==> config.mk <==
export PLATFORM = sky130hd
export DESIGN_NAME = activity_led_bank_flat
export DESIGN_NICKNAME = d
export VERILOG_FILES = /design/src/rtl/activity_led_bank_pkg.sv /design/src/rtl/activity_led_bank_if.sv /design/src/rtl/activity_led_bank_chan.sv /design/src/rtl/activity_led_bank.sv /design/src/flat_wrapper.sv
export SDC_FILE = /design/constraint.sdc
export NUM_CORES = 1
export LEC_CHECK = 0
export ABC_AREA = 1
export CORE_MARGIN = 3
export CORE_UTILIZATION = 55
export CTS_BUF_LIST = sky130_fd_sc_hd__clkbuf_2
export DETAILED_ROUTE_END_ITERATION = 8
export PLACE_DENSITY_LB_ADDON = 0.15
export SETUP_SLACK_MARGIN = 0.4
export SYNTH_ARGS = -nofsm -noshare
export SYNTH_HDL_FRONTEND = slang
export SYNTH_SLANG_ARGS = --single-unit
==> constraint.sdc <==
create_clock -name clk_sys -period 7.3 [get_ports clk_sys]
set_input_delay 1.095 -clock clk_sys [delete_from_list [all_inputs] [get_ports clk_sys]]
set_output_delay 1.095 -clock clk_sys [all_outputs]
set_load 0.02 [all_outputs]
==> src/rtl/activity_led_bank_pkg.sv <==
// activity_led_pkg: shared types and constants for the activity LED bank.
// Provides the per-channel display mode encoding and the default hold length
// (~50 ms at 90 MHz) used to size the hold counters.
package activity_led_pkg;

    typedef enum logic [1:0] {
        LM_OFF     = 2'd0,
        LM_STRETCH = 2'd1,
        LM_BLINK   = 2'd2,
        LM_FORCE   = 2'd3
    } led_mode_t;

    localparam int unsigned DEF_HOLD_CYCLES = 4500000;

endpackage

==> src/rtl/activity_led_bank_if.sv <==
// activity_led_bank_if: groups the activity inputs, configuration and LED outputs.
// master: the requester side (drives activity/config, observes LEDs).
// slave : the LED bank itself (consumes activity/config, drives LEDs).
interface activity_led_bank_if #(
    parameter int NUM_CH = 8,
    parameter int CNT_W  = 23
);
    localparam int AW = $clog2(NUM_CH + 1);

    logic [NUM_CH-1:0]   act_in;
    logic [CNT_W-1:0]    hold_cycles;
    logic [2*NUM_CH-1:0] mode;
    logic [NUM_CH-1:0]   led_out;
    logic                led_any;
    logic [AW-1:0]       active_cnt;

    modport master (
        output act_in, hold_cycles, mode,
        input  led_out, led_any, active_cnt
    );

    modport slave (
        input  act_in, hold_cycles, mode,
        output led_out, led_any, active_cnt
    );

endinterface

==> src/rtl/activity_led_bank_chan.sv <==
// activity_led_chan: one LED channel - hold counter plus mode decode.
// Ports: clk_i/rst_i, act_i activity, hold_i stretch length, mode_i, blink_ph_i,
//        gate_i (brightness gate), busy_d_o/led_raw_d_o next-state flags, led_o LED.
// Latency: LED follows a sampled activity bit after one edge; no backpressure.
module activity_led_chan
    import activity_led_pkg::*;
#(
    parameter int CNT_W = 23
) (
    input  logic             clk_i,
    input  logic             rst_i,
    input  logic             act_i,
    input  logic [CNT_W-1:0] hold_i,
    input  led_mode_t        mode_i,
    input  logic             blink_ph_i,
    input  logic             gate_i,
    output logic             busy_d_o,
    output logic             led_raw_d_o,
    output logic             led_o
);

    logic [CNT_W-1:0] cnt_q, cnt_d;
    logic             led_q, led_d;
    logic             busy_d;
    logic             led_raw_d;

    always_comb begin
        // busy looks at the counter before this edge's load/decrement, which
        // gives the one-cycle latency and an exactly-H-cycle high pulse.
        busy_d = (cnt_q != '0);

        cnt_d = cnt_q;
        if (act_i) begin
            cnt_d = (hold_i == '0) ? CNT_W'(1) : hold_i;
        end else if (busy_d) begin
            cnt_d = cnt_q - CNT_W'(1);
        end

        led_raw_d = 1'b0;
        case (mode_i)
            LM_OFF:     led_raw_d = 1'b0;
            LM_STRETCH: led_raw_d = busy_d;
            LM_BLINK:   led_raw_d = busy_d & blink_ph_i;
            LM_FORCE:   led_raw_d = 1'b1;
            default:    led_raw_d = 1'b0;
        endcase

        led_d = led_raw_d & gate_i;
    end

    always_ff @(posedge clk_i) begin
        if (rst_i) begin
            cnt_q <= '0;
            led_q <= 1'b0;
        end else begin
            cnt_q <= cnt_d;
            led_q <= led_d;
        end
    end

    assign busy_d_o    = busy_d;
    assign led_raw_d_o = led_raw_d;
    assign led_o       = led_q;

endmodule

==> src/rtl/activity_led_bank.sv <==
// activity_led_bank: stretches short activity pulses into visible LED pulses per channel.
// Ports: clk_sys, reset (sync, active-high), bus (activity_led_bank_if.slave),
//        brightness[3:0] only when ACTIVITY_LED_PWM_EN is defined (PWM dimming of led_out).
// Latency: one edge from act_in to led_out/led_any/active_cnt; no backpressure.
module activity_led_bank
    import activity_led_pkg::*;
#(
    parameter int NUM_CH     = 8,
    parameter int CNT_W      = 23,
    parameter int BLINK_HALF = 2250000
) (
    input  logic clk_sys,
    input  logic reset,
`ifdef ACTIVITY_LED_PWM_EN
    input  logic [3:0] brightness,
`endif
    activity_led_bank_if.slave bus
);

    localparam int AW = $clog2(NUM_CH + 1);
    localparam int PW = $clog2(BLINK_HALF + 1);

    // Blink prescaler, shared so that all blinking channels stay in phase.
    logic [PW-1:0] pre_q, pre_d;
    logic          blink_ph_q, blink_ph_d;

    logic [NUM_CH-1:0] busy_d;
    logic [NUM_CH-1:0] led_raw_d;
    logic [NUM_CH-1:0] led_q;
    logic              led_any_q, led_any_d;
    logic [AW-1:0]     act_cnt_q, act_cnt_d;
    logic              gate;

`ifdef ACTIVITY_LED_PWM_EN
    logic [3:0] pwm_q;

    always_ff @(posedge clk_sys) begin
        if (reset) begin
            pwm_q <= 4'd0;
        end else begin
            pwm_q <= pwm_q + 4'd1;
        end
    end

    // Duty is (brightness+1)/16; brightness 15 keeps the gate open permanently.
    assign gate = (pwm_q <= brightness);
`else
    assign gate = 1'b1;
`endif

    always_comb begin
        pre_d      = pre_q + PW'(1);
        blink_ph_d = blink_ph_q;
        if (pre_q == PW'(BLINK_HALF - 1)) begin
            pre_d      = '0;
            blink_ph_d = ~blink_ph_q;
        end
    end

    for (genvar i = 0; i < NUM_CH; i++) begin : g_ch
        activity_led_chan #(
            .CNT_W (CNT_W)
        ) u_chan (
            .clk_i       (clk_sys),
            .rst_i       (reset),
            .act_i       (bus.act_in[i]),
            .hold_i      (bus.hold_cycles),
            .mode_i      (led_mode_t'(bus.mode[2*i +: 2])),
            .blink_ph_i  (blink_ph_q),
            .gate_i      (gate),
            .busy_d_o    (busy_d[i]),
            .led_raw_d_o (led_raw_d[i]),
            .led_o       (led_q[i])
        );
    end

    // Aggregates are built from next-state values so they move on the same
    // edge as led_out; the PWM gate is deliberately left out of both.
    always_comb begin
        led_any_d = |led_raw_d;
        act_cnt_d = '0;
        for (int i = 0; i < NUM_CH; i++) begin
            act_cnt_d = act_cnt_d + AW'(busy_d[i]);
        end
    end

    always_ff @(posedge clk_sys) begin
        if (reset) begin
            pre_q      <= '0;
            blink_ph_q <= 1'b0;
            led_any_q  <= 1'b0;
            act_cnt_q  <= '0;
        end else begin
            pre_q      <= pre_d;
            blink_ph_q <= blink_ph_d;
            led_any_q  <= led_any_d;
            act_cnt_q  <= act_cnt_d;
        end
    end

    assign bus.led_out    = led_q;
    assign bus.led_any    = led_any_q;
    assign bus.active_cnt = act_cnt_q;

endmodule

==> src/flat_wrapper.sv <==
// flat-port wrapper written by rule: the top's interface ports become plain ports
module activity_led_bank_flat import activity_led_pkg::*;
#(
    parameter int NUM_CH     = 8,
    parameter int CNT_W      = 23,
    parameter int BLINK_HALF = 2250000
)
  (clk_sys, reset, bus_act_in, bus_hold_cycles, bus_mode, bus_led_out, bus_led_any, bus_active_cnt);
  activity_led_bank_if #(.NUM_CH(NUM_CH), .CNT_W(CNT_W)) bus_i ();
  input  logic clk_sys;
  input  logic reset;
  input wire logic [$bits(bus_i.act_in)-1:0] bus_act_in;
  input wire logic [$bits(bus_i.hold_cycles)-1:0] bus_hold_cycles;
  input wire logic [$bits(bus_i.mode)-1:0] bus_mode;
  output wire logic [$bits(bus_i.led_out)-1:0] bus_led_out;
  output wire logic [$bits(bus_i.led_any)-1:0] bus_led_any;
  output wire logic [$bits(bus_i.active_cnt)-1:0] bus_active_cnt;
  assign bus_i.act_in = bus_act_in;
  assign bus_i.hold_cycles = bus_hold_cycles;
  assign bus_i.mode = bus_mode;
  assign bus_led_out = bus_i.led_out;
  assign bus_led_any = bus_i.led_any;
  assign bus_active_cnt = bus_i.active_cnt;
  activity_led_bank #(.NUM_CH(NUM_CH), .CNT_W(CNT_W), .BLINK_HALF(BLINK_HALF)) u_core (.clk_sys(clk_sys), .reset(reset), .bus(bus_i));
endmodule
* Word level (Yosys, flattened, before mapping) *
Index checks and enable logic that the tools add are counted.

word-level totals
  flip-flop bits (word level) = 220
  bits in read-only memories = 0
  RAM bits = 0
  bits in latches = 0
  output and inout port bits = 13
  memories = 0

operators by class
  equality and inequality tests = 25
  multiplexer cells = 25
  order comparisons = 0
  $add $sub $neg = 16
  shifts and indexed selects = 0
  div/mod/pow operators = 0
  multipliers = 0
  reductions and logical operators = 27
  bitwise operators = 9

operator list
  cell                   number
  $mux 23                17
  $reduce_bool 23->1     8
  $sub 23x1->23 const B  8
  $eq 2x2->1 const B     16
  $pmux 1 s4             8
  $add 4x1->4            6
  $logic_not 23->1       1
  $add 22x1->22 const B  1
  $eq 22x22->1 const B   1
  $eq 2x1->1 const B     8
  $logic_not 2->1        8
  $reduce_bool 2->1      8
  $and 1x1->1            8
  $reduce_or 8->1        1
  $add 1x1->2            1
  $reduce_or 2->1        1
  $not 1->1              1

* Depth between registers and ports, before layout *
Gate-level depths: netlist of run 1.

  depth after elaboration = 8
  mapped depth = 14
  mapped depth without buffers = 14

* Hierarchy *
A second synthesis of run 1 with hierarchy kept.

unflattened totals
  cells, all modules = 2602
  area total of the unflattened synthesis = 16128.0 um^2

by module, submodules not included
  module             seq. area each (um^2)  cells each  area each (um^2)  times used
  activity_led_chan  480.5                  300         1824.2            8
  activity_led_bank  560.5                  202         1534.0            1

* Worst setup path before layout of run 1 *
OpenSTA, ideal clock, no wires.

  path type = reg2reg
  start = register u_core.g_ch[0].u_chan.cnt_q[0]
  end = register u_core.act_cnt_q[1], in the netlist u_core.bus.active_cnt[1]
  data arrival time = 3.309 ns
  slack = 3.863 ns
  cell stages (with the launch flop) = 15
  data required time = 7.172 ns
  cells stage by stage = dfxtp_1 > inv_1 > ha_1 > nand3_2 > nor2_2 > nand3_4 > ha_1 > inv_1 > fa_1 > fa_1 > fa_1 > inv_1 > fa_1 > inv_1 > nor2_1

between the ends
  word-level cells in the longest chain between the ends = 8

RTL lines
  element                    RTL line                      RTL
  start, declared            activity_led_bank_chan.sv:22  logic [CNT_W-1:0] cnt_q, cnt_d;
  start signal, assigned     activity_led_bank_chan.sv:56  cnt_q <= cnt_d;
  $reduce_bool 23->1         activity_led_bank_chan.sv:30  busy_d = (cnt_q != '0);
  $add 1x1->2                activity_led_bank.sv:83       act_cnt_d = act_cnt_d + AW'(busy_d[i]);
  $add 4x1->4 (6 in series)  activity_led_bank.sv:83
  via u_core.act_cnt_d[1]    activity_led_bank.sv:31       logic [AW-1:0] act_cnt_q, act_cnt_d;
  end signal, assigned       activity_led_bank.sv:97       act_cnt_q <= act_cnt_d;
  end, declared              activity_led_bank.sv:31

The timed path passes the listed nets, and every way through them passes these cells.
A chain may end at the register's enable or synchronous reset.

* Final worst setup path of run 1 *
Ends and elaborated chain as after synthesis.

==> results of run 1 <==
-- flip-flops by register name (all words and copies together), names as in the netlist --
name,count
u_core.pre_q,22
u_core.blink_ph_q,1
u_core.g_ch.u_chan.cnt_q,184
u_core.bus.active_cnt,4
u_core.bus.led_any,1
u_core.g_ch.u_chan.led_o,8
-- cells in the mapped netlist (6+ instances only) --
library cell,n
dfxtp_1,220
nor2_4,12
buf_6,8
nor2_1,332
nor4_1,7
a21oi_1,124
xor2_1,88
nand3_2,10
o21ai_0,39
inv_2,17
buf_1,8
o21ai_1,11
ha_1,12
nor2_2,30
nand2_2,16
xnor2_1,55
a22oi_1,71
nand4_1,23
clkbuf_1,54
nand2_1,355
a31oi_1,6
nand3b_1,6
buf_4,10
nor3_1,30
nor3_2,6
nand3_1,75
inv_1,145
-- stage by stage --
step	setup slack [ps]	instance area (sq um)	util, %
floorplan	3860	12600	-
global placement	3690	13200	59.7
detailed placement	3640	13200	59.7
CTS	3610	13700	61.9
global route	3410	13700	61.9
finish	3610	13700	61.9
-- worst register-to-register path: stages, from the launching register on --
cell and delay [ps]:
dfxtp_1 330, inv_1 80, ha_1 200, nand3_2 170
nor2_2 230, nand3_4 140, ha_1 300, inv_1 50
fa_1 510, fa_1 520, fa_1 420, inv_1 90
fa_1 420, inv_1 70, nor2_1 30
-- per-layer routing --
metal / share of wire [%] / wire length (um)
met5: 0 / 0
met4: 3.4 / 1240
met3: 6.9 / 2490
met2: 46 / 16600
met1: 44 / 15800
-- report_power, final --
part / internal, mW / total, mW / switching [mW] / leakage (nW)
clock network: 0.305 / 0.825 / 0.519 / 0.378
logic: 0.267 / 0.720 / 0.453 / 3.85
registers: 1.29 / 1.36 / 0.0748 / 1.82
total: 1.86 / 2.91 / 1.05 / 6.04
-- final cells by class --
| class | count | area, sq um | share of cell area, % |
|---|---|---|---|
| clock buffers | 84 | 420 | 3.06 |
| flip-flops and latches | 220 | 4400 | 32.1 |
| well taps | 280 | 350 | 2.55 |
| inverters | 164 | 616 | 4.49 |
| repair buffers | 68 | 661 | 4.82 |
| clock inverters | 17 | 65.1 | 0.474 |
| multi-input cells | 1352 | 7200 | 52.5 |
| diodes | 1 | 2.50 | 0.0182 |
-- worst paths after layout --
| kind | to | slack, ps | cells past startpoint | from |
|---|---|---|---|---|
| setup reg to reg | u_core.bus.active_cnt[1] | 3610 | 14 | u_core.g_ch[0].u_chan.cnt_q[0] |
| hold reg to reg | u_core.pre_q[0] | 460 | 1 | u_core.pre_q[0] |
| setup / recovery | u_core.bus.active_cnt[1] | 3610 | 14 | u_core.g_ch[0].u_chan.cnt_q[0] |
| hold / removal | u_core.pre_q[0] | 460 | 1 | u_core.pre_q[0] |
-- cells by family after synthesis --
group / count (synthesis) / share of synthesized area [%]
compound gates: 271 / 12.7
xor+xnor: 143 / 9.92
fa+ha+maj: 16 / 1.82
buf+inv: 245 / 8.07
flops: 220 / 34.9
simple gates: 922 / 32.6
==> impl_results.md, run 1 <==
- Final critical-path required period: 3690 ps
- Setup Fix Bufs, Post-CTS: 0
- Crit-path max cell delay: 520 ps
- Lkg Pwr: just over 6 nW
- Cts bufs inserted: 58
- Top FF cell, synth: dfxtp_1
- Main area contributors after synthesis: dfxtp_1, nand2_1, nor2_1, xor2_1, a21oi_1
- Clock-pin slew on the worst setup and hold paths: 90 ps
- Post-CTS Resized: 0
- PwrDens: 212 nW/um^2
- Gp weighted congestion: 0.906
- Clock Sinks: 220
- Library cells used by synthesis: 49
- DRC: 0
- Synth Net Count: 1882
- Routing usage on met2: 47.0%
- Total wire length: 36.0 mm
- Unrepaired setup endpoints after global routing: false
- Post-synth top area cell: dfxtp_1
- CP delay by family, top: adder cells
- Drt first pass iters: 5
- Warnings, synthesis: 0
- Critical path class: reg2reg
- CP max-delay cell: fa_1
- Cells after synthesis: 1817
- Slew HR: 32.5%
- Via/cell ratio: ~5.5
- Register area share after synthesis: a little over a third
- Cell Area, Synth: 12600 sq um
- Largest net degree at the start of global routing: 75
- Slew @ Worst Pin: around 1000 ps
- Commonest non-fill, non-tap cell in the layout: nand2_1
- CP Cell Sequence: inv_1, ha_1, nand3_2, nor2_2, nand3_4, ha_1, inv_1, fa_1, fa_1, fa_1, inv_1, fa_1, inv_1, nor2_1
- Remaining antenna violation count: 0
- Hold_buf cts: 0
- Global-route wire length before repair: 56.7 mm
- Port bufs: between 60 and 70
- TritonCTS clock tree: done
- Fin. max-slew vios: 0
- GR Util met1: between 30% and 40%
- Met3 Use GR: 4.65%
- Fill cells: 2157
- Max FO, Critical Path: 7
- H-tree levels: 2
- Fin crit share: 50.6%
- Drt wl/cell: 16.5 um
- Peak supply drop: 101 uV
- Area delta synth->final: 8.68%
- Startpoint Class: flip-flop
- Clock skew: 58.8 ps
- Layout net count: 1929
- Final TNS setup: 0 ps
- Share of the synthesized area in the top cell type: a little over a third
- WP data required: 8000 ps
- Number of cell rows: 54
- Starting Density: 57.0%
- Fraction of layout cells with a size suffix above 1: 10.4%
- Clock Tree Buf Depth: 3
- Crit path DAT: 4400 ps
- Total power: between 2 and 3 mW
- Insertion delay to the later sink of the worst-skew pair: roughly 880 ps
- DP Cell Count: 2084
- Die area: 24800 sq um
- Asr flop ratio synth: 0%
- Total track usage: 28.8%
- Final setup fails: 0
- Hold Vio Cnt, Final: 0
- Vias in the first global route: about 11000
- DRC marker count from the first detailed-route iteration: ~990
- Status: finished clean
- Commonest cells after routing, fill and taps aside: nand2_1, nor2_1, dfxtp_1
- Synthesized flop and latch total: 220
- Worst hold slack: 463 ps
- MaxCap Viol Count: 0
- GRT busiest layer: met2
- Vias: roughly 12000
- Chip Width: 157 um
- Cell Count, Final, Fillers Out: between 2000 and 2500
- EDFF count, synth: 0
- Total grt overflow: 0
- Antenna violations before repair: 2
- Max Freq: about 0.27 GHz
- CP Capture Type: flip-flop
- Core outline area: ~22000 sq um
- Final HPWL DP: 23.9 mm
- Number of I/O pins: 62
- Clk Tree Root Cell: clkbuf_2
- HP Class: reg2reg
- Die height: about 160 um
- CP bufs+invs: 4
- Syn Area/Cell: 6.95 sq um
(Power assumes the default switching activity.)
==> run 2: changes to the inputs <==
Clock period 7.3 ns to 3 ns, I/O delays scaled along.
==> impl_results.md, run 2 (same netlist as run 1, synthesis figures left out) <==
- DRC marker count from the first detailed-route iteration: 966
- Combinational share of power: between 20% and 30%
- Clock Tree Buf Depth: 3
- Critical path class: reg2reg
- Status: complete, but fails checks
- Die height: 157 um
- TritonCTS clock tree: done
- Remaining antenna violation count: 0
- Fin. max-slew vios: 0
- Sequential share of power: between 40% and 50%
- FF-to-FF Start: u_core.g_ch[0].u_chan.cnt_q[6]
- Number of I/O pins: 62
- Fin crit share: 105%
- Die area: 24800 sq um
- MaxCap Viol Count: 0
- Slew @ Worst Pin: 817 ps
- CP bufs+invs: 3
- Via/cell ratio: roughly 5.5
- Port bufs: 61
- Layout net count: 2057
- Violated checks: setup timing
- Clk pwr share: 28.7%
- Vias in the first global route: 11908
- Commonest non-fill, non-tap cell in the layout: nand2_1
- CP delay by family, top: adder cells
- Unrepaired setup endpoints after global routing: true
- Origin of the worst min-delay path: bus_mode[4]
- WP data required: approximately 3700 ps
- H-tree levels: 2
- Crit-path most repeated cell: fa_1
- Max Freq: 0.317 GHz
- Internal power: 4.88 mW
- Drt first pass iters: 7
- Chip Width: between 150 and 200 um
- Clock Sinks: 220
- Clock-pin slew on the worst setup and hold paths: 90 ps
- Final HPWL DP: 25.8 mm
- Max FFs per register: 184
- CP max-delay cell: fa_1
- Starting Density: 57.0%
- Uppermost layer routed: met4
- HP Class: in2reg
- Top reg by flops: u_core.g_ch.u_chan.cnt_q
- Total track usage: 30.6%
- Largest net degree at the start of global routing: 176
- Max FO, Critical Path: 3
- Commonest cells after routing, fill and taps aside: nand2_1, nor2_1, dfxtp_1
- DRC: 0
- Crit path DAT: 3840 ps
- Total grt overflow: 0
- Fill cells: 2030
- Insertion delay to the later sink of the worst-skew pair: 870 ps
- Startpoint Class: flip-flop
- Slack of the critical path: -153 ps
- Sw Pwr: around 2.6 mW
- Slew HR: 45.5%
- Gp weighted congestion: 0.939
- PwrDens: 504 nW/um^2
- Antenna violations before repair: 1
- Lkg Pwr: approximately 6.7 nW
- Crit-path max cell delay: just under 500 ps
- Switching Share: 34.8%
- Vias: 12620
- Core outline area: 22200 sq um
- Clk Tree Root Cell: clkbuf_2
- WL met1: 16.2 mm
- Final critical-path required period: 3150 ps
- CP Capture Type: flip-flop
- Clock skew: 56.3 ps
- Drt wl/cell: 16.6 um
- Met2 routed wirelength: 17.3 mm
- CP Cell Sequence: nor2_2, nand3_2, nor2_4, nand3_4, ha_4, inv_2, fa_1, fa_1, fa_2, inv_2, fa_1, inv_1, nor2_1
- Number of cell rows: 54
- WL met3: approximately 2.9 mm
- CP startpoint: u_core.g_ch[0].u_chan.cnt_q[6]
- Hold Vio Cnt, Final: 0
- Final TNS setup: -220 ps
- Global-route wire length before repair: between 60 and 70 mm
- Cts bufs inserted: 58
- Total power: between 7 and 8 mW
- Area delta synth->final: 17.6%
- Total wire length: 38.3 mm
- Fraction of layout cells with a size suffix above 1: 17.6%
- Final setup fails: 3
- Peak supply drop: 321 uV
## run 2: metrics by stage
stage                     util (%)  area [sq um]  hold WS (ps)  setup slack (ps)  instances
final                         67.0         14800           174              -153       2309
after global routing          67.0         14800           121              -257       2309
after CTS                     66.7         14800          93.4              -136       2304
after detailed placement      64.1         14200           443              -184       2205
after global placement        64.1         14200           428             -82.7       2205
after floorplan                  -         12700           418             -61.4       1817
## run 2: layer usage
metal | global-route usage, % | up-vias
li1 | - | 6224
met3 | 5.22 | 116
met5 | 0 | -
met2 | 48.8 | 466
met1 | 40.1 | 5814
met4 | 15.5 | 0
## run 2: tightest hold or removal path, stage by stage
cell             delay [ps]
clkdlybuf4s50_1         400
nand2_1                  90
a21oi_1                  60
## run 2: timing repair
action,CTS,global route
setup buffers,2,4
resized for setup,6,14
endpoints found under the setup margin,4,4
pin swaps,6,4
hold endpoints to repair,1,0
hold buffers,1,0
## run 2: worst paths after layout
path | depth (start not counted) | to | slack, ps
setup / recovery | 13 | u_core.bus.active_cnt[1] | -150
setup reg to reg | 13 | u_core.bus.active_cnt[1] | -150
hold / removal | 3 | u_core.g_ch[2].u_chan.led_o | 170
hold reg to reg | 1 | u_core.pre_q[0] | 450
## run 2: final cells by class
cell class / instances / area (sq um) / share of cell area (%)
multi-input cells: 1352 / 7310 / 49.2
flip-flops and latches: 220 / 4410 / 29.7
repair buffers: 196 / 1640 / 11.1
inverters: 164 / 616 / 4.15
clock buffers: 83 / 415 / 2.80
well taps: 280 / 350 / 2.36
clock inverters: 13 / 106 / 0.716
diodes: 1 / 2.50 / 0.0169
## run 2: power groups by stage
stage	Combinational, mW	Clock [mW]	Sequential (mW)
4_1_cts	2.01	2.21	3.29
3_5_place_dp	1.98	0	3.35
5_1_grt	2.26	2.37	3.32
2_1_floorplan	1.35	0	3.34
6_report	2.04	2.15	3.30
3_3_place_gp	1.95	0	3.35
